<file path="src/rtl/pfgen_stride_if.sv">
// pfgen_stride_if: prefetch-op fluid channel from the stride generator to the prefetch engine.
interface pfgen_stride_if #(
  parameter int AW = 50,
  parameter int SW = 12
);
  logic valid;
  logic retry;
  logic [AW-1:0] laddr;
  logic [SW-1:0] stride;
  logic [3:0] count;
  modport master (output valid, laddr, stride, count, input retry);
  modport slave (input valid, laddr, stride, count, output retry);
endinterface

</file>
<file path="src/rtl/pfgen_stride.sv">
// pfgen_stride: per-PC stride table that issues one prefetch op once a stride is confirmed.
module pfgen_stride #(
  parameter int ENTRIES = 16,
  parameter int PCW = 16,
  parameter int AW = 50,
  parameter int SW = 12,
  parameter int DEGREE = 4,
  parameter int THRESH = 2
) (
  input logic clk,
  input logic reset,
  input logic ldobs_valid,
  input logic [PCW-1:0] ldobs_pc,
  input logic [AW-1:0] ldobs_laddr,
  input logic flush,
  pfgen_stride_if.master pfgtopfe,
  output logic [15:0] drop_count
);
  localparam int IW = $clog2(ENTRIES);
  typedef struct packed {
    logic [AW-1:0] laddr;
    logic [SW-1:0] stride;
    logic [3:0] count;
  } op_t;
  logic [ENTRIES-1:0] v_q;
  logic [PCW-IW-1:0] tag_q [ENTRIES];
  logic [AW-1:0] last_q [ENTRIES];
  logic [SW-1:0] str_q [ENTRIES];
  logic [1:0] conf_q [ENTRIES];
  logic [IW-1:0] idx;
  logic [PCW-IW-1:0] tag;
  logic [AW-1:0] delta, str_x;
  logic [SW-1:0] str_d;
  logic [1:0] conf_d;
  logic obs, hit, same, fits, trig, load, op_valid;
  op_t op_q, op_d;
  always_comb begin
    idx = ldobs_pc[IW-1:0];
    tag = ldobs_pc[PCW-1:IW];
    obs = ldobs_valid && !flush;
    hit = v_q[idx] && tag_q[idx] == tag;
    delta = ldobs_laddr - last_q[idx];
    str_x = {{(AW-SW){str_q[idx][SW-1]}}, str_q[idx]};
    same = delta == str_x && |str_q[idx];
    fits = &delta[AW-1:SW-1] || ~|delta[AW-1:SW-1];
    conf_d = same ? (conf_q[idx] == 2'd3 ? 2'd3 : conf_q[idx] + 2'd1) : 2'd0;
    str_d = same ? str_q[idx] : fits ? delta[SW-1:0] : '0;
    trig = obs && hit && conf_d >= 2'(THRESH);
    load = trig && (!op_valid || !pfgtopfe.retry);
    op_d = '{laddr: ldobs_laddr + {{(AW-SW){str_d[SW-1]}}, str_d}, stride: str_d, count: 4'(DEGREE)};
  end
  always_ff @(posedge clk) begin
    if (reset) begin
      v_q <= '0;
      for (int i = 0; i < ENTRIES; i++) conf_q[i] <= '0;
    end else if (flush) begin
      v_q <= '0;
    end else if (ldobs_valid) begin
      v_q[idx] <= 1'b1;
      conf_q[idx] <= hit ? conf_d : 2'd0;
    end
  end
  always_ff @(posedge clk) begin
    if (obs && !reset) begin
      tag_q[idx] <= tag;
      last_q[idx] <= ldobs_laddr;
      str_q[idx] <= hit ? str_d : '0;
    end
  end
  // A trigger that cannot load can only mean the held op is being retried.
  always_ff @(posedge clk) begin
    if (reset) begin
      op_valid <= 1'b0;
      op_q <= '0;
      drop_count <= '0;
    end else begin
      if (load) begin
        op_valid <= 1'b1;
        op_q <= op_d;
      end else if (!pfgtopfe.retry) begin
        op_valid <= 1'b0;
      end
      if (trig && !load && drop_count != 16'hFFFF) drop_count <= drop_count + 16'd1;
    end
  end
  assign pfgtopfe.valid = op_valid;
  assign pfgtopfe.laddr = op_q.laddr;
  assign pfgtopfe.stride = op_q.stride;
  assign pfgtopfe.count = op_q.count;
endmodule

</file>
<file path="src/flat_wrapper.sv">
// flat-port wrapper written by rule: the top's interface ports become plain ports
module pfgen_stride_flat 
#(
  parameter int ENTRIES = 16,
  parameter int PCW = 16,
  parameter int AW = 50,
  parameter int SW = 12,
  parameter int DEGREE = 4,
  parameter int THRESH = 2
)
  (clk, reset, ldobs_valid, ldobs_pc, ldobs_laddr, flush, drop_count, pfgtopfe_valid, pfgtopfe_laddr, pfgtopfe_stride, pfgtopfe_count, pfgtopfe_retry);
  pfgen_stride_if #(.AW(AW), .SW(SW)) pfgtopfe_i ();
  input logic clk;
  input logic reset;
  input logic ldobs_valid;
  input logic [PCW-1:0] ldobs_pc;
  input logic [AW-1:0] ldobs_laddr;
  input logic flush;
  output logic [15:0] drop_count;
  output wire logic [$bits(pfgtopfe_i.valid)-1:0] pfgtopfe_valid;
  output wire logic [$bits(pfgtopfe_i.laddr)-1:0] pfgtopfe_laddr;
  output wire logic [$bits(pfgtopfe_i.stride)-1:0] pfgtopfe_stride;
  output wire logic [$bits(pfgtopfe_i.count)-1:0] pfgtopfe_count;
  input wire logic [$bits(pfgtopfe_i.retry)-1:0] pfgtopfe_retry;
  assign pfgtopfe_valid = pfgtopfe_i.valid;
  assign pfgtopfe_laddr = pfgtopfe_i.laddr;
  assign pfgtopfe_stride = pfgtopfe_i.stride;
  assign pfgtopfe_count = pfgtopfe_i.count;
  assign pfgtopfe_i.retry = pfgtopfe_retry;
  pfgen_stride #(.ENTRIES(ENTRIES), .PCW(PCW), .AW(AW), .SW(SW), .DEGREE(DEGREE), .THRESH(THRESH)) u_core (.clk(clk), .reset(reset), .ldobs_valid(ldobs_valid), .ldobs_pc(ldobs_pc), .ldobs_laddr(ldobs_laddr), .flush(flush), .pfgtopfe(pfgtopfe_i), .drop_count(drop_count));
endmodule
</file>
<file path="config.mk">
export PLATFORM = sky130hd
export DESIGN_NAME = pfgen_stride_flat
export DESIGN_NICKNAME = d
export VERILOG_FILES = /design/src/rtl/pfgen_stride_if.sv /design/src/rtl/pfgen_stride.sv /design/src/flat_wrapper.sv
export SDC_FILE = /design/constraint.sdc
export NUM_CORES = 2
export LEC_CHECK = 0
export BUFFER_PORTS_ARGS = -buffer_cell sky130_fd_sc_hd__buf_4
export CORE_MARGIN = 2
export CORE_UTILIZATION = 30
export CTS_CLUSTER_SIZE = 40
export DETAILED_ROUTE_END_ITERATION = 16
export PLACE_DENSITY = 0.48
export SLEW_MARGIN = 30
export SYNTH_ARGS = -nofsm -noshare
export SYNTH_HDL_FRONTEND = slang
export SYNTH_SLANG_ARGS = --single-unit
</file>
<file path="constraint.sdc">
create_clock -name clk -period 16.5 [get_ports clk]
set_input_delay 0.825 -clock clk [delete_from_list [all_inputs] [get_ports clk]]
set_output_delay 0.825 -clock clk [all_outputs]
set_load 0.005 [all_outputs]
</file>
==> flow_summary.json <==
{
  "grt_pass1_vias": 31898,
  "grt_pass1_wl_um": 230000,
  "area_growth_pct": 16.0,
  "place_hpwl_um": 92500,
  "hold_buffers": 0,
  "critPathRequiredTime_ns": 17.16,
  "worstSetupPathType": "in -> reg",
  "grt_max_degree": 106,
  "finalSetupTns_ns": 0,
  "synth_edf_count": 1216,
  "worstReg2RegStart": "u_core.last_q[9][0]",
  "yosysWarnings": 0,
  "synth_commonest_cells": "edfxtp_1, mux4_2, nor2_1",
  "synth_ff_type": "edfxtp_1",
  "clock-skew-final_ns": 0.0463,
  "core-area_um2": 188000,
  "holdCritStartpoint": "ldobs_pc[11]",
  "grtUsageTotal_pct": 16.6,
  "cts.sinks": 1312,
  "synth_top_area_share_pct": 64.2,
  "setup_viol": 0,
  "drt_first_pass_iters": 5,
  "hold_violations": 0,
  "drive_gt1_share_pct": 23.6,
  "pin_count": 154,
  "drv_cap": 0,
  "critical-path-slowest-cell": "o32ai_1",
  "netlist_area_um2": 56900,
  "htreeDepth": 4,
  "period_minus_slack_ns": 12.10,
  "viasPerCell": 5.10,
  "synth-seq-area-share_pct": 67.6,
  "regToRegSetupSlack_ns": 5.30,
  "cts_setup_buffers": 0,
  "cpPeakStageDelay_ns": 0.87,
  "dpl_cell_area_um2": 61100,
  "rows": 159,
  "post-route-period-util_pct": 73.3,
  "remaining_drc_errors": 0,
  "cts_resized": 0,
  "leakage_nw": 22.1,
  "vias": 31004,
  "status": "completed",
  "synthDistinctLibCells": 86,
  "die-area_um2": 193000,
  "wirelength_um": 160000,
  "maxSlewHeadroom_pct": 32.8,
  "finalNetCount": 3637,
  "die_width_um": 439,
  "tightest_slew_ns": 1.01,
  "grt_setup_unrepaired": "no",
  "dieHeight_um": 439,
  "worstPathMaxFanout": 69,
  "fin_area_um2": 65900,
  "crit_path_start_kind": "primary input",
  "met3_usage_pct": 2.76,
  "met1_usage_pct": 22.1,
  "slew_viol_final": 0,
  "fin_hold_ws_ns": 0.334,
  "dr.first_iter.drc_count": 2586,
  "top_usage_layer": "met2",
  "power_density_nw_per_um2": 114,
  "gp_congestion": 0.859,
  "cts_tree": "done",
  "syn-mean-instance-area_um2": 17.5,
  "synthCells": 3250,
  "synth_top_cell_by_area": "edfxtp_1",
  "synth-seq-cells": 1312,
  "io_buffers": 150,
  "postRouteAntennaNets": 0,
  "clk_latency_ns": 0.81,
  "critical_path_arrival_ns": 12.76,
  "clkTransAtPathRegs_ns": 0.06,
  "async_reset_ff_share_pct": 0,
  "power_mw": 7.54,
  "synthMostInstantiatedCell": "edfxtp_1",
  "met2_usage_pct": 27.8,
  "clockBufferDepth": 3,
  "fmax_mhz": 82.6,
  "start_util_pct": 30.3,
  "cp_common_cell": "o21ai_0",
  "antenna_found_initial": 5,
  "crit_start": "ldobs_pc[0]",
  "hp-class": "in -> reg",
  "wire_per_inst_um": 26.3,
  "cts_buffers": 149,
  "root_buffer": "clkbuf_16",
  "end_kind": "register",
  "ys_top_cells_by_area": "edfxtp_1, mux4_2, dfxtp_1",
  "globalRouteOverflowTotal": 0,
  "ir_drop_mv": 0.0789
}
-- worst max-delay path: cells and delay by family --
family,cells,cell delay [ns]
xor+xnor,2,0.38
simple gates,8,3.18
fa+ha+maj,2,0.70
compound gates,15,4.96
mux,2,1.04
buf+inv,4,1.54
-- cell type report --
class,count,area [um2]
diodes,2,5.00
clock buffers,201,4050
clock inverters,73,785
fillers,17763,122000
inverters,102,430
multi-input cells,1696,17500
flip-flops and latches,1312,38400
well taps,2495,3120
repair buffers,201,1610
-- routing by layer --
metal | share of wire, % | routed length [um]
met4 | 2.3 | 3670
met5 | 0.0081 | 13
met1 | 44 | 70000
met3 | 4.4 | 7000
met2 | 50 | 79200
-- power by group --
group          switching, mW  internal (mW)  leakage [nW]
clock network           1.38           1.89          2.32
logic                  0.377          0.238          7.60
registers            0.00491           3.64          12.2
total                   1.76           5.77          22.1
-- worst paths after layout --
path / end / depth (start not counted)
setup / recovery: u_core.pfgtopfe.laddr[47] / 33
hold / removal: u_core.tag_q[14][7] / 1
setup reg to reg: u_core.pfgtopfe.laddr[47] / 31
hold reg to reg: u_core.v_q[0] / 2
-- layout by cell type, fill, tap and decap left out, types with 24 or more instances in the layout --
| master | netlist | routed |
|---|---|---|
| edfxtp_1 | 1216 | 1216 |
| clkbuf_16 | 0 | 151 |
| xor2_1 | 27 | 27 |
| nand2b_1 | 40 | 40 |
| nor2_1 | 191 | 187 |
| a21oi_1 | 121 | 121 |
| o21ai_0 | 75 | 75 |
| ha_1 | 102 | 102 |
| o211ai_1 | 24 | 24 |
| mux2i_1 | 66 | 66 |
| mux4_2 | 376 | 376 |
| nand3_1 | 46 | 46 |
| xnor2_1 | 60 | 60 |
| clkbuf_1 | 75 | 42 |
| inv_1 | 102 | 86 |
| buf_4 | 6 | 191 |
| nor3_1 | 38 | 35 |
| nand2_1 | 147 | 147 |
| nand4_1 | 26 | 26 |
| dfxtp_1 | 96 | 96 |
| a21o_1 | 44 | 44 |
-- kinds of logic (layout without fill, tap and decap cells) --
| kind of cell | Yosys count | in the layout | synth area share [%] |
|---|---|---|---|
| other cells | 1 | 5 | 0.00659 |
| buf+inv | 244 | 577 | 1.84 |
| flops | 1312 | 1312 | 67.6 |
| mux | 454 | 454 | 16.5 |
| fa+ha+maj | 104 | 104 | 2.31 |
| xor+xnor | 92 | 92 | 1.54 |
| simple gates | 629 | 629 | 5.52 |
| compound gates | 414 | 414 | 4.69 |
-- state kept, by name, indices dropped and copies added, names as in the netlist --
| name | flops |
|---|---|
| u_core.drop_count | 16 |
| u_core.pfgtopfe.stride | 12 |
| u_core.v_q | 16 |
| u_core.pfgtopfe.valid | 1 |
| u_core.tag_q | 192 |
| u_core.last_q | 800 |
| u_core.pfgtopfe.laddr | 50 |
| u_core.conf_q | 32 |
| u_core.str_q | 192 |
| u_core.pfgtopfe.count | 1 |
-- stage by stage --
stage | worst slack, ns | utilization, % | instances
5_1_grt | 3.49 | 35.1 | 6081
3_3_place_gp | 3.50 | 32.4 | 5804
2_1_floorplan | 3.44 | - | 3252
3_5_place_dp | 3.31 | 32.5 | 5805
4_1_cts | 4.12 | 35.0 | 6079
6_report | 4.40 | 35.1 | 6082
No activity file was read; power rests on OpenSTA's default activity.
